===== src/rtl/perceptron_learn_pkg.sv =====
// Shared definitions for the perceptron learning block: FSM states and
// default parameter values.
package perceptron_learn_pkg;

  localparam int N_DEFAULT      = 8;
  localparam int WW_DEFAULT     = 8;
  localparam int W_INIT_DEFAULT = 1;

  typedef enum logic [1:0] {
    IDLE,
    ACCUM,
    DECIDE,
    UPDATE
  } state_t;

endpackage


===== src/rtl/perceptron_learn_sat_addsub.sv =====
// Signed WW-bit add/subtract of an unsigned step with clamping to the
// signed WW range; used for the weight update.
module sat_addsub #(
  parameter int WW = 8
) (
  input  logic signed [WW-1:0] a,
  input  logic        [WW-2:0] b,
  input  logic                 sub,
  output logic signed [WW-1:0] y
);

  logic [WW:0] wide;

  // One guard bit is enough: a differing top pair means overflow.
  always_comb begin
    if (sub) begin
      wide = {a[WW-1], a} - {2'b00, b};
    end else begin
      wide = {a[WW-1], a} + {2'b00, b};
    end
    if (wide[WW] != wide[WW-1]) begin
      y = wide[WW] ? {1'b1, {(WW-1){1'b0}}} : {1'b0, {(WW-1){1'b1}}};
    end else begin
      y = wide[WW-1:0];
    end
  end

endmodule


===== src/rtl/perceptron_learn.sv =====
// Serial perceptron: accumulates one weight per cycle, classifies against a
// threshold and, for misclassified training samples, adjusts the weights.
module perceptron_learn
  import perceptron_learn_pkg::*;
#(
  parameter int N      = N_DEFAULT,
  parameter int WW     = WW_DEFAULT,
  parameter int AW     = WW + $clog2(N) + 1,
  parameter int W_INIT = W_INIT_DEFAULT
) (
  input  logic                       clk,
  input  logic                       reset,
  input  logic                       in_valid,
  output logic                       in_ready,
  input  logic [N-1:0]               x,
  input  logic signed [AW-1:0]       threshold,
  input  logic                       train_en,
  input  logic                       target,
  input  logic [WW-2:0]              rate,
  input  logic                       w_load,
  input  logic [$clog2(N)-1:0]       w_idx,
  input  logic [WW-1:0]              w_data,
  output logic                       out_valid,
  output logic                       result,
  output logic signed [AW-1:0]       net,
  output logic                       busy
);

  localparam int IW = $clog2(N);
  localparam logic [IW-1:0] LAST_IDX = IW'(N - 1);

  state_t                state_q, state_d;
  logic [N-1:0]          x_q, x_d;
  logic signed [AW-1:0]  thr_q, thr_d;
  logic                  train_q, train_d;
  logic                  target_q, target_d;
  logic [WW-2:0]         rate_q, rate_d;
  logic signed [AW-1:0]  acc_q, acc_d;
  logic [IW-1:0]         idx_q, idx_d;
  logic                  out_valid_q, out_valid_d;
  logic                  result_q, result_d;
  logic signed [AW-1:0]  net_q, net_d;
  logic signed [WW-1:0]  w_q [N];
  logic signed [WW-1:0]  w_d [N];

  logic signed [WW-1:0]  w_cur;
  logic signed [WW-1:0]  w_upd;
  logic signed [AW-1:0]  acc_sum;

  assign w_cur = w_q[idx_q];

  sat_addsub #(.WW(WW)) u_sat (
    .a   (w_cur),
    .b   (rate_q),
    .sub (!target_q),
    .y   (w_upd)
  );

  always_comb begin
    state_d     = state_q;
    x_d         = x_q;
    thr_d       = thr_q;
    train_d     = train_q;
    target_d    = target_q;
    rate_d      = rate_q;
    acc_d       = acc_q;
    idx_d       = idx_q;
    out_valid_d = 1'b0;
    result_d    = result_q;
    net_d       = net_q;
    w_d         = w_q;
    acc_sum     = acc_q + (x_q[idx_q] ? {{(AW-WW){w_cur[WW-1]}}, w_cur} : '0);

    case (state_q)
      IDLE: begin
        // A host weight write takes priority and blocks sample acceptance.
        if (w_load) begin
          if (int'(w_idx) < N) begin
            w_d[w_idx] = w_data;
          end
        end else if (in_valid) begin
          x_d      = x;
          thr_d    = threshold;
          train_d  = train_en;
          target_d = target;
          rate_d   = rate;
          acc_d    = '0;
          idx_d    = '0;
          state_d  = ACCUM;
        end
      end
      ACCUM: begin
        acc_d = acc_sum;
        idx_d = idx_q + IW'(1);
        // Outputs register on the final term so the pulse coincides with DECIDE.
        if (idx_q == LAST_IDX) begin
          idx_d       = '0;
          out_valid_d = 1'b1;
          net_d       = acc_sum;
          result_d    = (acc_sum >= thr_q);
          state_d     = DECIDE;
        end
      end
      DECIDE: begin
        idx_d   = '0;
        state_d = (train_q && (result_q != target_q)) ? UPDATE : IDLE;
      end
      UPDATE: begin
        if (x_q[idx_q]) begin
          w_d[idx_q] = w_upd;
        end
        idx_d = idx_q + IW'(1);
        if (idx_q == LAST_IDX) begin
          idx_d   = '0;
          state_d = IDLE;
        end
      end
      default: state_d = IDLE;
    endcase
  end

  always_ff @(posedge clk) begin
    if (!reset) begin
      state_q     <= IDLE;
      x_q         <= '0;
      thr_q       <= '0;
      train_q     <= 1'b0;
      target_q    <= 1'b0;
      rate_q      <= '0;
      acc_q       <= '0;
      idx_q       <= '0;
      out_valid_q <= 1'b0;
      result_q    <= 1'b0;
      net_q       <= '0;
      for (int i = 0; i < N; i++) begin
        w_q[i] <= WW'(W_INIT);
      end
    end else begin
      state_q     <= state_d;
      x_q         <= x_d;
      thr_q       <= thr_d;
      train_q     <= train_d;
      target_q    <= target_d;
      rate_q      <= rate_d;
      acc_q       <= acc_d;
      idx_q       <= idx_d;
      out_valid_q <= out_valid_d;
      result_q    <= result_d;
      net_q       <= net_d;
      w_q         <= w_d;
    end
  end

  assign in_ready  = (state_q == IDLE) && !w_load;
  assign busy      = (state_q != IDLE);
  assign out_valid = out_valid_q;
  assign result    = result_q;
  assign net       = net_q;

endmodule


===== config.mk =====
export PLATFORM = sky130hd
export DESIGN_NAME = perceptron_learn
export DESIGN_NICKNAME = d
export VERILOG_FILES = /design/src/rtl/perceptron_learn_pkg.sv /design/src/rtl/perceptron_learn_sat_addsub.sv /design/src/rtl/perceptron_learn.sv
export SDC_FILE = /design/constraint.sdc
export NUM_CORES = 1
export LEC_CHECK = 0
export BUFFER_PORTS_ARGS = -buffer_cell sky130_fd_sc_hd__buf_2
export CAP_MARGIN = 10
export CELL_PAD_IN_SITES_DETAIL_PLACEMENT = 1
export CELL_PAD_IN_SITES_GLOBAL_PLACEMENT = 1
export CORE_MARGIN = 2
export CORE_UTILIZATION = 46
export DETAILED_ROUTE_END_ITERATION = 7
export PLACE_DENSITY_LB_ADDON = 0.1
export RECOVER_POWER = 25
export REMOVE_ABC_BUFFERS = 1
export SLEW_MARGIN = 40
export SYNTH_ARGS = -nofsm -noshare
export SYNTH_HDL_FRONTEND = slang
export SYNTH_SLANG_ARGS = --single-unit

===== constraint.sdc =====
create_clock -name clk -period 5.2 [get_ports clk]
set_input_delay 0.78 -clock clk [delete_from_list [all_inputs] [get_ports clk]]
set_output_delay 0.78 -clock clk [all_outputs]
set_load 0.05 [all_outputs]

# Yosys cells after proc, flatten, opt, wreduce, memory -nomap -nowiden
# Index checks and enable logic that the tools add are counted.
op_classes:
  shifts: 0
  n_mul: 0
  addsub: 4
  bitwise: 3
  n_reduce_logical: 17
  mux: 32
  n_eq_ne: 12
  n_lt_le_gt_ge: 6
  div_mod_pow: 0
op_table:
  columns: ["op", "n"]
  rows:
  - ["$bwmux 64", 2]
  - ["$mux 64", 2]
  - ["$pmux 64 s2", 1]
  - ["$demux 8 s3", 2]
  - ["$mux 8", 6]
  - ["$mux 12", 3]
  - ["$bmux 8 s3", 1]
  - ["$pmux 12 s2", 1]
  - ["$add 12x12->12", 1]
  - ["$ge 12x12->1", 1]
  - ["$ne 2x2->1 const B", 6]
  - ["$mux 2", 5]
  - ["$add 8x8->9", 1]
  - ["$mux 3", 3]
  - ["$mux 9", 1]
  - ["$pmux 3 s3", 1]
  - ["$reduce_and 3->1", 3]
  - ["$sub 8x8->9", 1]
  - ["$ge 4x4->1 const B", 2]
  - ["$lt 4x1->1 const B", 2]
  - ["$not 3->4", 2]
  - ["$pmux 2 s4", 1]
  - ["$reduce_and 2->1", 3]
  - ["$reduce_bool 2->1", 3]
  - ["other kinds (14)", 20]
word_totals:
  latchBits: 0
  ff_bits: 124
  elab_cells: 93
  input_bits: 44
  memories: 0
  ramBits: 0
  romBits: 0

# Logic depth before layout (Yosys ltp)
logic_depth:
  ltp_word: 11
  ltp_mapped: 23
  mapped_depth_nobuf: 20

# By module
# A second synthesis with hierarchy kept.
unflattened:
  cells_unflattened: 891
  area_unflattened_um2: 7563.5
by_module_without_submodules:
  columns: ["mod", "seq_area_each_um2", "area_per_inst_um2", "instances", "cells_per_inst"]
  rows:
  - ["perceptron_learn", 2482.4, 6959.2, 1, 807]
  - ["sat_addsub", 0.0, 604.3, 1, 84]

# Least setup slack after synthesis
# Ideal clock, no wire load.
synth_path:
  path_kind: "reg-to-reg"
  startpoint: "register idx_q[1]"
  endpoint: "register result_q, in the netlist result"
  setup_ps: 117
  required_ps: 5083
  path_slack_ps: 484
  path_stages_with_launch: 23
  path_buffers: 4
  t_arrival_ps: 4598
  path_cell_list: "dfxtp_1 buf_6 buf_2 buf_1 clkbuf_1 o21ai_0 a221o_1 nor2b_1 ha_1 inv_1 fa_1 nor2b_1 o21ai_0 a21boi_0 o2111a_1 or3_1 and2_1 ha_1 a21o_1 a21o_1 a221oi_1 o21ai_0 a32o_1"
synth_via:
  elab_chain_cells: 7
synth_lines:
  columns: ["item", "line_no", "source"]
  rows:
  - ["from (decl)", "perceptron_learn.sv:39", "logic [IW-1:0] idx_q, idx_d;"]
  - ["from (signal assigned)", "perceptron_learn.sv:146", "idx_q <= idx_d;"]
  - ["$not 3->4 (implied by the code)", "perceptron_learn.sv:50", "assign w_cur = w_q[idx_q];"]
  - ["$bmux 8 s3", "perceptron_learn.sv:50", null]
  - ["$mux 8 (implied by the code) (2 in series)", "perceptron_learn.sv:50", null]
  - ["$mux 12 (*)", "perceptron_learn.sv:72", "acc_sum = acc_q + (x_q[idx_q] ? {{(AW-WW){w_cur[WW-1]}}, w_cur} : '0);"]
  - ["$add 12x12->12 (*)", "perceptron_learn.sv:72", null]
  - ["via acc_sum[8]", "perceptron_learn.sv:48", "logic signed [AW-1:0] acc_sum;"]
  - ["$ge 12x12->1 (*)", "perceptron_learn.sv:100", "result_d = (acc_sum >= thr_q);"]
  - ["to (signal assigned)", "perceptron_learn.sv:148", "result_q <= result_d;"]
  - ["to (decl)", "perceptron_learn.sv:41", "logic result_q, result_d;"]
# Mark *: on every way through the listed nets, which the timed path passes. The rest lies on a longest branch. The select of a mux whose other input is x is not followed.
# A chain may end at the register's enable or synchronous reset.

# Worst setup path in the final report
layout_path:
  startpoint: "register idx_q[0]"
  endpoint: "register result_q, in the netlist result"
# The elaborated chain is that of the path after synthesis.

==> metrics.yaml <==
job:
  maxCapViolCount: 2
drt:
  wl_per_cell_um: 21.1
  wl_um: 25700
  remaining_drc_errors: 0
  drt_iter0_markers: 594
  vias: 7533
  ant_nets: 0
  drt-vias-per-instance: 6.18
  first_pass_iters: 7
grt:
  grt_use_met2: 0.464
  grt_pass1_vias: 7387
  grt_max_degree: 49
  grt_overflow: 0
  busiest_layer: "met2"
  grt_antenna_before_repair: 0
  grt_use_met3: 0.0517
  track_usage: 0.296
  gr-usage-met1: 0.412
  grt_pass1_wl_um: 40800
timing:
  period_minus_slack_ns: 4.74
  max_freq_ghz: 0.211
  tightest_slew_ns: 2.21
  setup-tns-final_ns: 0
  setup_ws_ns: 0.462
  holdWs_ns: 0.455
  rsz0062_at_grt: "no"
  maxSlewViolCount: 80
  finalCritPeriodShare: 0.911
  fin_skew_ns: 0.00764
  hold_viol: 0
  slew-limit-headroom: -0.475
  setup_viol: 0
layout:
  design_area_sq_mm: 0.00871
  drive_above_1_share: 0.140
  nNetsFinal: 1065
  regArea_sq_mm: 0.00248
  fin_cells: 1218
  n_antenna_cell: 0
  multiInputGateArea_sq_mm: 0.00476
  final_util: 0.533
  num-fill-cells: 2041
  area_delta_synth_final_pct: 14.5
clock_tree:
  cts_setup_buffers: 0
  cts_root_buffer: "clkbuf_16"
  cts.reportedPaths.clkPinSlew_ns: 0.06
  clock_latency_ns: 0.43
  cts_tree: "built"
  postCtsHoldBufs: 0
  h-tree-depth: 4
  cts.path.max_buffers: 2
  cts_buffers: 17
  cts.sinks: 124
  cts-resized-gates: 0
synth:
  yosysTopAreaCellShare: 0.326
  ys_seq_area_frac: 0.326
  syn_inst: 949
  yosysUniqueCellTypes: 75
  synth_common_cells: "nand2_1 (130), dfxtp_1 (124), a21oi_1 (90), nor2_1 (89), clkbuf_1 (44)"
  synth_edf_count: 0
  async_flop_share: 0
  syn-cell-area_sq_mm: 0.00761
  synth_ff_type: "dfxtp_1"
  yosys.area.top_type: "dfxtp_1"
  synth_warnings: 0
  ys_ff_latch: 124
  avgSynthCellArea_sq_um: 8.02
  synth.most_common_cell: "nand2_1"
  synthTopCellsByArea: "dfxtp_1 (33%), nand2_1 (6.4%), a21oi_1 (5.9%)"
power_and_ir_drop:
  fin_total_pwr_mw: 2.88
  leakage_nw: 3.25
  ir_drop_mv: 0.255
  power_density_mw_per_mm2: 331
die:
  dieArea_sq_mm: 0.0176
  die_w_um: 133
  dieHeight_um: 133
  start_util: 0.466
  pin_count: 60
  core-area_sq_mm: 0.0163
  rows: 47
setup_path:
  path_cells: "buf_4 > inv_1 > a21o_1 > a32oi_1 > and2_1 > nor2b_1 > ha_1 > inv_1 > fa_1 > nor2b_1 > o21ai_0 > a21boi_0 > o2111a_1 > or3_1 > and2_1 > ha_1 > a21o_1 > a21o_1 > a221oi_1 > o21ai_0 > a32o_1"
  cp.required_ns: 5.52
  critPathSlowestCell: "or3_1"
  critPathKind: "reg2reg"
  worstPathArrival_ns: 5.06
  end_kind: "register"
  timing.critical_path.mode_cell: "a21o_1"
  crit_fanout: 24
  cp-start-kind: "register"
  cp_slowest_stage_delay_ns: 0.36
run_status:
  run_status: "finished with violations"
  failed_checks: "max-capacitance violations, max-slew violations"
placement:
  numPortBuffers: 59
  dpl_worst_slack_ns: 0.500
  dpl-instance-area_sq_mm: 0.00807
  dp_hpwl_um: 18900
  gp_congestion: 0.941
  placed_cells: 1186
min_path:
  hold_path_class: "reg2reg"
==> cell usage in the layout (no fill, tap or decap), types with 11 or more instances in the layout <==
cell	count
nand2_1	128
dfxtp_1	124
a21oi_1	89
nor2_1	89
buf_2	44
o21ai_0	43
inv_1	37
ha_1	34
o211ai_1	28
a31oi_1	27
nand3_1	21
clkbuf_16	17
nor2b_1	16
o221ai_1	16
clkbuf_1	16
xnor2_1	15
buf_4	15
nor3_1	14
and2_1	14
mux2i_1	11
==> per-layer routing <==
metal  up-vias  wire length (um)  share of wire
li1       3540                 -              -
met1      3639             11800           0.46
met2       298             11600           0.45
met3        56              1620          0.063
met4         0               688          0.027
met5         -                 0              0
==> registers in the layout, indices dropped and copies added, names as in the netlist <==
| signal | count |
|---|---|
| thr_q | 12 |
| w_q | 64 |
| x_q | 8 |
| out_valid | 1 |
| net | 12 |
| result | 1 |
| idx_q | 3 |
| acc_q | 12 |
| rate_q | 7 |
| train_q | 1 |
| state_q | 2 |
| target_q | 1 |
==> worst max-delay path, delay by kind of cell, from the launching register on <==
family,cells,cell delay (ns)
AO/OA/AOI/OAI,10,2.08
AND/OR/NAND/NOR,5,0.99
adder cells (fa/ha/maj),3,0.71
buffers and inverters,3,0.47
flip-flops,1,0.35
==> worst paths after layout <==
check | cells after the start | from | slack (ns) | end
setup / recovery | 21 | idx_q[0] | 0.46 | result
hold / removal | 2 | net[4] | 0.46 | net[4]
setup reg to reg | 21 | idx_q[0] | 0.46 | result
hold reg to reg | 2 | net[4] | 0.46 | net[4]
==> logic make-up (layout without fill, tap and decap cells) <==
logic type,Yosys count,after routing,share of synthesized area
xor+xnor,23,23,0.0339
mux,26,26,0.0460
flops,124,124,0.326
compound gates,307,307,0.277
buf+inv,95,144,0.0500
simple gates,333,333,0.199
fa+ha+maj,41,41,0.0684
==> cell type report <==
cell class	count	share of cell area
multi-input combinational	730	0.547
inverter	37	0.0159
sequential	124	0.285
timing repair buffer	75	0.0451
clock inverter	15	0.0270
tap	220	0.0316
clock buffer	17	0.0488
==> where the power goes <==
group	switching (mW)	leakage, nW	internal [mW]
registers	0.0245	1.01	0.978
clock network	0.504	0.315	0.859
logic	0.359	1.93	0.158
No activity file was read; power rests on OpenSTA's default activity.
